$ cat src/rtl/serial_pe.sv
// rtl/serial_pe.sv - serial int16 multiply-accumulate element
// Stage 1 registers the product with its ctl, stage 2 accumulates and publishes completed dot products.

module serial_pe (
  input  logic               clk,
  input  logic               rst_n,
  input  logic signed [15:0] neuron,
  input  logic signed [15:0] weight,
  input  logic        [1:0]  ctl,
  input  logic               vld_i,
  output logic signed [31:0] result,
  output logic               vld_o
);

  logic signed [31:0] prod;
  logic signed [31:0] prod_q;
  logic        [1:0]  ctl_q;
  logic               vld_q;
  logic signed [31:0] acc;
  logic signed [31:0] sum;

  assign prod = neuron * weight;

  // ctl is masked by vld_i so an idle cycle can never carry a stray first/last flag
  always_ff @(posedge clk or negedge rst_n) begin
    if (!rst_n) begin
      prod_q <= '0;
      ctl_q  <= '0;
      vld_q  <= 1'b0;
    end else begin
      vld_q <= vld_i;
      ctl_q <= vld_i ? ctl : 2'b00;
      if (vld_i) prod_q <= prod;
    end
  end

  // a first element restarts the sum, so back-to-back vectors never see the old total
  assign sum = ctl_q[0] ? prod_q : acc + prod_q;

  always_ff @(posedge clk or negedge rst_n) begin
    if (!rst_n) begin
      acc    <= '0;
      result <= '0;
      vld_o  <= 1'b0;
    end else begin
      vld_o <= vld_q & ctl_q[1];
      if (vld_q) begin
        acc <= sum;
        if (ctl_q[1]) result <= sum;
      end
    end
  end

endmodule

$ cat config.mk
export PLATFORM = sky130hd
export DESIGN_NAME = serial_pe
export DESIGN_NICKNAME = d
export VERILOG_FILES = /design/src/rtl/serial_pe.sv
export SDC_FILE = /design/constraint.sdc
export NUM_CORES = 1
export LEC_CHECK = 0
export ABC_AREA = 1
export BUFFER_PORTS_ARGS = -buffer_cell sky130_fd_sc_hd__buf_2
export CORE_AREA = 4 4 185 277
export CTS_BUF_LIST = sky130_fd_sc_hd__clkbuf_4
export DETAILED_ROUTE_END_ITERATION = 16
export DIE_AREA = 0 0 189 281
export SLEW_MARGIN = 5
export SYNTH_ARGS = -nofsm -noshare
export SYNTH_HDL_FRONTEND = slang
export SYNTH_SLANG_ARGS = --single-unit
$ cat constraint.sdc
create_clock -name clk -period 2.4 [get_ports clk]
set_clock_uncertainty 0.05 [all_clocks]
set_input_delay 0.48 -clock clk [delete_from_list [all_inputs] [get_ports clk]]
set_output_delay 0.48 -clock clk [all_outputs]
set_load 0.005 [all_outputs]
After elaboration in Yosys (flattened, before gate mapping)
Index checks and enable logic that the tools add are counted.
{"block": "classes", "addsub": 1, "multipliers": 1, "muxes": 2, "bitwise": 1, "n_reduce_logical": 1}
{"operator": "$add 32x32->32", "n": 1}
{"operator": "$mul 16x16->32", "n": 1}
{"operator": "$mux 32", "n": 1}
{"operator": "$mux 2", "n": 1}
{"operator": "$reduce_and 2->1", "n": 1}
{"operator": "$and 1x1->1", "n": 1}
{"block": "totals", "reg_bits": 100, "elab_cells": 12}

Depth between registers and ports, before layout
Gate-level depths: netlist of run 1.
{"block": "logic_depth", "word_depth": 2, "mapped_depth": 27, "depth_no_buf": 25}

Worst setup path after synthesis of run 1
No wires, ideal clock.
{"block": "synth_path", "path_type": "input-to-reg", "start": "input port weight[6]", "end": "register prod_q[27]", "setup_time_ps": 133, "arrival_time_ps": 5565, "t_required_ps": 2217, "path_slack_ps": -3348, "path_stages": 20, "n_path_buf": 2, "path_cell_list": "clkbuf_1 -> clkbuf_1 -> nand2_1 -> fa_1 -> inv_1 -> fa_1 -> inv_1 -> fa_1 -> fa_1 -> fa_1 -> fa_1 -> inv_1 -> ha_1 -> nand2_1 -> nor4_1 -> nand3_1 -> nand3_1 -> nand2_1 -> nand3_1 -> o21ai_0"}
{"block": "synth_between", "elab_chain_len": 1}
{"item": "start, declared", "line_no": "8", "rtl": "input logic signed [15:0] weight,"}
{"item": "$mul 16x16->32", "line_no": "22", "rtl": "assign prod = neuron * weight;"}
{"item": "end signal, assigned", "line_no": "33", "rtl": "if (vld_i) prod_q <= prod;"}
{"item": "end, declared", "line_no": "16", "rtl": "logic signed [31:0] prod_q;"}
Every way passes these cells.
A chain may end at the register's enable or synchronous reset.

Worst setup path in the final report of run 1
{"block": "layout_path", "start": "input port neuron[12]", "end": "register prod_q[28]"}
{"block": "layout_between", "elab_chain_len": 1}
{"item": "start, declared", "line_no": "7", "rtl": "input logic signed [15:0] neuron,"}
{"item": "$mul 16x16->32", "line_no": "22"}
Every way passes these cells.

==> metrics.md, run 1 <==
| Metric | Value |
|---|---|
| Relative slew slack | `24.7%` |
| Drt first pass iters | `5` |
| DR iter-0 viols | `699` |
| Fmax | `~200 MHz` |
| Fin. max-slew vios | `0` |
| Worst slew pin tran | `1.13 ns` |
| Yosys cell types | `41` |
| Clock root buffer | `clkbuf_4` |
| Most frequent cells in the layout | `698 x nand2_1, 497 x inv_1, 232 x fa_1` |
| Synth warnings | `0` |
| Max clock buf depth | `2` |
| Max Cap Violations | `0` |
| DIE HEIGHT | `281 microns` |
| Hold path cells | `3` |
| Core area | `48700 sq um` |
| Die Wd | `189 microns` |
| CTS sink count | `100` |
| CTS tree | `done` |
| R2r setup slk | `0.13 ns` |
| Crit path DAT | `approximately 5.4 ns` |
| Via count | `15.5k` |
| DR WL/cell | `16.1 microns` |
| Skew-Pair Late Insertion Delay | `0.52 ns` |
| Share of cells above drive strength 1 | `27.8%` |
| Final HPWL DP | `between 40000 and 50000 microns` |
| Main flop type after synthesis | `dfrtp_1` |
| Drt via density | `4.76` |
| CP Class | `input port to flop` |
| Row cnt | `99` |
| IO Count | `70` |
| Post-synthesis sequential area ratio | `between 10% and 20%` |
| First-pass GRT wire length | `86900 microns` |
| Post-Syn Instances | `approximately 2.4k` |
| Commonest non-fill, non-tap cell in the layout | `nand2_1` |
| Initial antenna violation count | `1` |
| Initial core utilization | `34.9%` |
| TritonCTS Buffers | `9` |
| Hold wc startpoint | `ctl[0]` |
| Post-synth EDFFs | `0` |
| Syn Nets | `~2.8k` |
| Final Hold Vio Count | `0` |
| Hold Crit Class | `input port to flop` |
| FF+latch count, synth | `100` |
| Largest net degree at the start of global routing | `39` |
| Vias in the first global route | `17.4k` |
| Antenna Nets Post-Route | `0` |
| Setup WS post-layout | `-2.62 ns` |
| Cell area after synthesis | `~17000 sq um` |
| Layout area overhead | `31.3%` |
| CP startpoint kind | `input port` |
| Fin nets | `3016` |
| Hold path endpoint | `ctl_q[0]$_DFF_PN0_` |
| Die area | `53100 sq um` |
| Overall routing resource usage | `20.2%` |
| Final hold slack | `0.0999 ns` |
| Crit Reg-Reg Endpoint | `result[26]$_DFFE_PN0P_` |
| Final worst path period share | `209%` |
| R2r startpoint | `acc[5]$_DFFE_PN0P_` |
| Unrepaired setup endpoints after global routing | `yes` |
| Global route overflow | `0` |
| Reg2Reg Depth | `14` |
| H-tree Lvls | `3` |
| IO Port Bufs | `between 60 and 70` |
| Mean Syn Cell Area | `roughly 7 sq um` |
| Failing checks | `setup timing` |
| Worst-path maximum fanout | `9` |
| Clock slew at reported path FFs | `roughly 0.15 ns` |
| Kind of end point of the critical path | `flop` |
| Routability Congestion | `1.02` |
| Final setup viols | `28` |
| Status | `finished, violations left` |
| Post-synth ARST share | `100%` |
| CP required | `around 2.8 ns` |
| Drt drc | `0` |
| Minimum clock period | `about 5 ns` |
| Final WL | `52400 microns` |
[synthesized netlist by cell type (6+ instances only)]
| cell | instances | area [sq um] |
|---|---|---|
| xor2_1 | 6 | 52.6 |
| fa_1 | 263 | 5270 |
| clkbuf_1 | 74 | 278 |
| nand2_1 | 776 | 2910 |
| nand3_1 | 92 | 460 |
| inv_1 | 571 | 2140 |
| a31oi_1 | 11 | 68.8 |
| inv_2 | 13 | 48.8 |
| ha_1 | 113 | 1410 |
| o21bai_1 | 10 | 75.1 |
| nand2_2 | 8 | 50.1 |
| or2_2 | 17 | 106 |
| nand4_1 | 21 | 131 |
| o21ai_1 | 13 | 65.1 |
| or2_1 | 6 | 37.5 |
| a21oi_1 | 57 | 285 |
| o21ai_0 | 44 | 220 |
| nor2_1 | 98 | 368 |
| xnor2_1 | 13 | 114 |
| nor3_1 | 10 | 50.1 |
| buf_2 | 6 | 30.0 |
| dfrtp_1 | 100 | 2500 |
[layer usage]
metal / global-route usage [%] / vias to the layer above / wire length (microns)
li1: - / 7397 / -
met1: 20.7 / 7582 / 18900
met2: 40.0 / 396 / 29200
met3: 2.14 / 172 / 1470
met4: 10.3 / 0 / 2880
met5: 0 / - / 0
[layout make-up]
cell class                 instances  area, sq um
antenna                            1         2.50
clock buffer                       9         67.6
clock inverter                     6         80.1
fill                            4774        26400
inverter                         586         2220
multi-input combinational       1596        13800
sequential                       100         2500
tap                              656          821
timing repair buffer             310         2780
[kinds of logic (layout without fill, tap and decap cells)]
group                    count (synthesis)  in the layout  synth area share (%)
buffers and inverters                  668            911                  14.8
adder cells (fa/ha/maj)                376            376                  39.3
other                                    0              1                     0
XOR/XNOR                                19             19                 0.980
flip-flops                             100            100                  14.7
AND/OR/NAND/NOR                       1050           1050                  25.2
AO/OA/AOI/OAI                          151            151                  4.94
[per-stage QoR]
step	cell area, sq um	util [%]	setup TNS (ns)	worst slack [ns]	instances
2_1_floorplan	18100	-	-66.53	-2.90	2364
3_3_place_gp	20100	41.3	-82.52	-3.57	3201
3_5_place_dp	20100	41.3	-83.85	-3.62	3201
4_1_cts	21600	44.3	-60.22	-2.56	3245
5_1_grt	22300	45.8	-65.24	-2.76	3264
6_report	22300	45.8	-61.99	-2.62	3264
[flip-flops by register name (all words and copies together) (netlist names)]
name,count
result,32
vld_o,1
prod_q,32
acc,32
vld_q,1
ctl_q,2
[how the worst max path moves through the flow]
stage | depth (start not counted) | slack (ns) | end | startpoint
after floorplan | 22 | -2.90 | prod_q[31]$_DFFE_PN0P_ | weight[6]
after global routing | 21 | -2.76 | prod_q[31]$_DFFE_PN0P_ | neuron[15]
after detailed placement | 20 | -3.62 | prod_q[28]$_DFFE_PN0P_ | neuron[15]
after CTS | 21 | -2.56 | prod_q[28]$_DFFE_PN0P_ | neuron[12]
final | 21 | -2.62 | prod_q[28]$_DFFE_PN0P_ | neuron[12]
after global placement | 21 | -3.57 | prod_q[28]$_DFFE_PN0P_ | neuron[15]
[critical path, cell delays in order]
cell and delay (ns):
buf_12 0.12, buf_8 0.13, or2_4 0.25, fa_2 0.54, inv_2 0.04, fa_2 0.53, inv_2 0.04, fa_2 0.52
inv_2 0.04, fa_2 0.47, fa_1 0.56, fa_1 0.45, ha_4 0.33, nand2_4 0.08, nor2_4 0.16, nand2_2 0.09
or2_4 0.28, nand3_2 0.08, nand2_1 0.06, nand3_2 0.09, nand2_1 0.05
[repair_timing]
action | CTS | global route
gates resized for setup | 319 | 163
buffers inserted | 28 | 18
pin swaps | 156 | 85
gates cloned | 0 | 1
hold endpoints to repair | 31 | 0
setup endpoints to repair | 28 | 55
hold buffers | 1 | 0
Power of run 1 is left out: the tool's default activity adds up to more than one toggle a clock period on the data nets, which glitch-free logic cannot reach.
==> inputs of run 2 (changes only) <==
--- a/config.mk
+++ b/config.mk
@@ -7,10 +7,10 @@
 export LEC_CHECK = 0
 export ABC_AREA = 1
 export BUFFER_PORTS_ARGS = -buffer_cell sky130_fd_sc_hd__buf_2
-export CORE_AREA = 4 4 185 277
+export CORE_AREA = 2 2 183 275
 export CTS_BUF_LIST = sky130_fd_sc_hd__clkbuf_4
 export DETAILED_ROUTE_END_ITERATION = 16
-export DIE_AREA = 0 0 189 281
+export DIE_AREA = 0 0 185 277
 export SLEW_MARGIN = 5
 export SYNTH_ARGS = -nofsm -noshare
 export SYNTH_HDL_FRONTEND = slang
==> metrics.md, run 2 (synthesis gave the netlist of run 1 again) <==
| Metric | Value |
|---|---|
| DR WL/cell | `16.1 microns (+0.29%)` |
| IO Count | `70 (unchanged)` |
| Crit path DAT | `5.42 ns (+0.04 ns)` |
| Final non-filler cell total | `3297 (+1.0%)` |
| Drt first pass iters | `7 (+2)` |
| Unrepaired setup endpoints after global routing | `yes` |
| Skew-Pair Late Insertion Delay | `0.54 ns (+0.02 ns)` |
| Drt via density | `4.70 (-1.4%)` |
| Kind of end point of the critical path | `flop` |
| Setup WS post-layout | `-2.62 ns (-0.00291 ns)` |
| Fmax | `199 MHz (about the same)` |
| Critical Path Most Common Cell | `fa_1` |
| First-pass GRT wire length | `86400 microns (-0.57%)` |
| CP required | `2.80 ns (+0.03 ns)` |
| Worst slew pin tran | `1.16 ns (+0.0291 ns)` |
| DIE HEIGHT | `277 microns (-1.4%)` |
| Critical path, cell by cell | `buf_12 -> nand2_4 -> inv_2 -> fa_2 -> fa_2 -> buf_6 -> buf_6 -> fa_1 -> fa_1 -> fa_1 -> inv_1 -> fa_1 -> inv_2 -> ha_4 -> nand2_8 -> nor4_4 -> nand2_2 -> nand3_2 -> nand2_2 -> nand3_2 -> o21ai_1` |
| H-tree Lvls | `3 (unchanged)` |
| Top Registers | `acc: 32 flops, prod_q: 32 flops, result: 32 flops` |
| CP Class | `input port to flop` |
| R2r startpoint | `prod_q[17]$_DFFE_PN0P_` |
| Final setup viols | `28 (unchanged)` |
| Drt drc | `0 (unchanged)` |
| Minimum clock period | `5.02 ns (+0.00291 ns)` |
| Global route overflow | `0 (unchanged)` |
| Status | `finished, violations left` |
| Hold wc startpoint | `ctl[1]` |
| Antenna Nets Post-Route | `0 (unchanged)` |
| Critical Path Start | `neuron[15]` |
| Vias in the first global route | `16.9k (-2.6%)` |
| Max clock buf depth | `2 (unchanged)` |
| Die area | `51200 sq um (-3.5%)` |
| Final WL | `53100 microns (+1.3%)` |
| Final worst path period share | `209% (about the same)` |
| Max Cap Violations | `0 (unchanged)` |
| Routability Congestion | `1.02 (-0.13%)` |
| CTS sink count | `100 (unchanged)` |
| Fin area | `22700 sq um (+1.6%)` |
| Final Hold Vio Count | `0 (unchanged)` |
| Clock slew at reported path FFs | `0.16 ns (about the same)` |
| Slowest Stage Delay on Critical Path | `0.64 ns (+0.08 ns)` |
| Core area | `49000 sq um (+0.75%)` |
| Die Wd | `185 microns (-2.1%)` |
| TritonCTS Buffers | `9 (unchanged)` |
| Relative slew slack | `22.8% (-1.9 points)` |
| DR iter-0 viols | `571 (-18%)` |
| Largest net degree at the start of global routing | `43 (+10%)` |
| Failing checks | `setup timing` |
| Overall routing resource usage | `21.4% (+1.2 points)` |
| Clock root buffer | `clkbuf_4` |
| Final HPWL DP | `43900 microns (+0.68%)` |
| Fin nets | `3041 (+0.83%)` |
| Row cnt | `100 (+1.0%)` |
| Cell Count Post-Placement | `3221 (+0.62%)` |
| Worst-path maximum fanout | `6 (-3)` |
| Layout area overhead | `33.4%` |
| Layout fillers | `4911 (+2.9%)` |
| Setup_tns | `-61.02 ns (+0.972 ns)` |
| Commonest non-fill, non-tap cell in the layout | `nand2_1` |
| CP startpoint kind | `input port` |
| Hold Crit Class | `input port to flop` |
| Most frequent cells in the layout | `683 x nand2_1, 498 x inv_1, 232 x fa_1` |
| Initial core utilization | `34.6% (-0.26 points)` |
| IO Port Bufs | `69 (unchanged)` |
| Slowest cell on the critical path | `fa_2` |
| Share of cells above drive strength 1 | `29.3% (+1.5 points)` |
| Via count | `15.5k (-0.42%)` |
| CTS tree | `done` |
| Fin. max-slew vios | `0 (unchanged)` |
| Area after DPL | `20200 sq um (+0.65%)` |
| Initial antenna violation count | `1 (unchanged)` |
[run 2: changes by cell type in the layout (fill, tap and decap cells not counted), moves of 4 or more]
| cell | delta |
|---|---|
| buf_4 | +18 |
| nand2_1 | -15 |
| nand2_2 | +6 |
| nand2_4 | +9 |
| nand3_1 | -4 |
| nor2_1 | -6 |
| nor2_4 | +4 |
[run 2: area by class of cell]
class | instances | area [sq um] | area share (%)
clock inverter | 6 | 37.5 | 0.166
sequential | 100 | 2500 | 11.0
timing repair buffer | 335 | 3040 | 13.4
inverter | 586 | 2220 | 9.81
multi-input combinational | 1596 | 13900 | 61.6
antenna | 1 | 2.50 | 0.0110
tap | 663 | 830 | 3.66
clock buffer | 10 | 75.1 | 0.331
[run 2: routing by layer]
metal | track usage (%) | routed length [microns] | up-vias
li1 | - | - | 7450
met1 | 21.9 | 19200 | 7554
met2 | 42.3 | 29600 | 322
met3 | 1.83 | 1280 | 156
met4 | 10.6 | 3060 | 0
met5 | 0 | 0 | -
[run 2: repair_timing]
action / CTS / global route
endpoints found under the setup margin: 29 / 61
setup buffers: 37 / 21
hold buffers: 1 / 0
hold endpoints to repair: 23 / 0
gates cloned: 2 / 1
pin swaps: 139 / 118
gates resized for setup: 318 / 192
[run 2: final timing paths]
kind,endpoint,slack [ns],cells after the start
worst max-delay path,prod_q[27]$_DFFE_PN0P_,-2.62,21
worst min-delay path,ctl_q[1]$_DFF_PN0_,0.09,3
max in group asynchronous,result[21]$_DFFE_PN0P_,1.35,3
worst max register to register,result[20]$_DFFE_PN0P_,0.15,12
min in group asynchronous,result[7]$_DFFE_PN0P_,0.32,2
worst min register to register,result[12]$_DFFE_PN0P_,0.43,2
[run 2: worst max-delay path: cells and delay by family]
| family | cells | cell delay, ns |
|---|---|---|
| compound gates | 1 | 0.06 |
| fa+ha+maj | 7 | 3.48 |
| buf+inv | 6 | 0.53 |
| simple gates | 7 | 0.85 |
[run 2: through the flow]
step           hold WS (ns)  util, %  setup slack, ns
2_1_floorplan         0.134        -            -2.90
3_3_place_gp          0.368     41.2            -3.63
3_5_place_dp          0.367     41.2            -3.66
4_1_cts              0.0581     44.4            -2.58
5_1_grt              0.0803     46.2            -2.72
6_report             0.0886     46.2            -2.62
Power of run 2 is left out for the same reason.
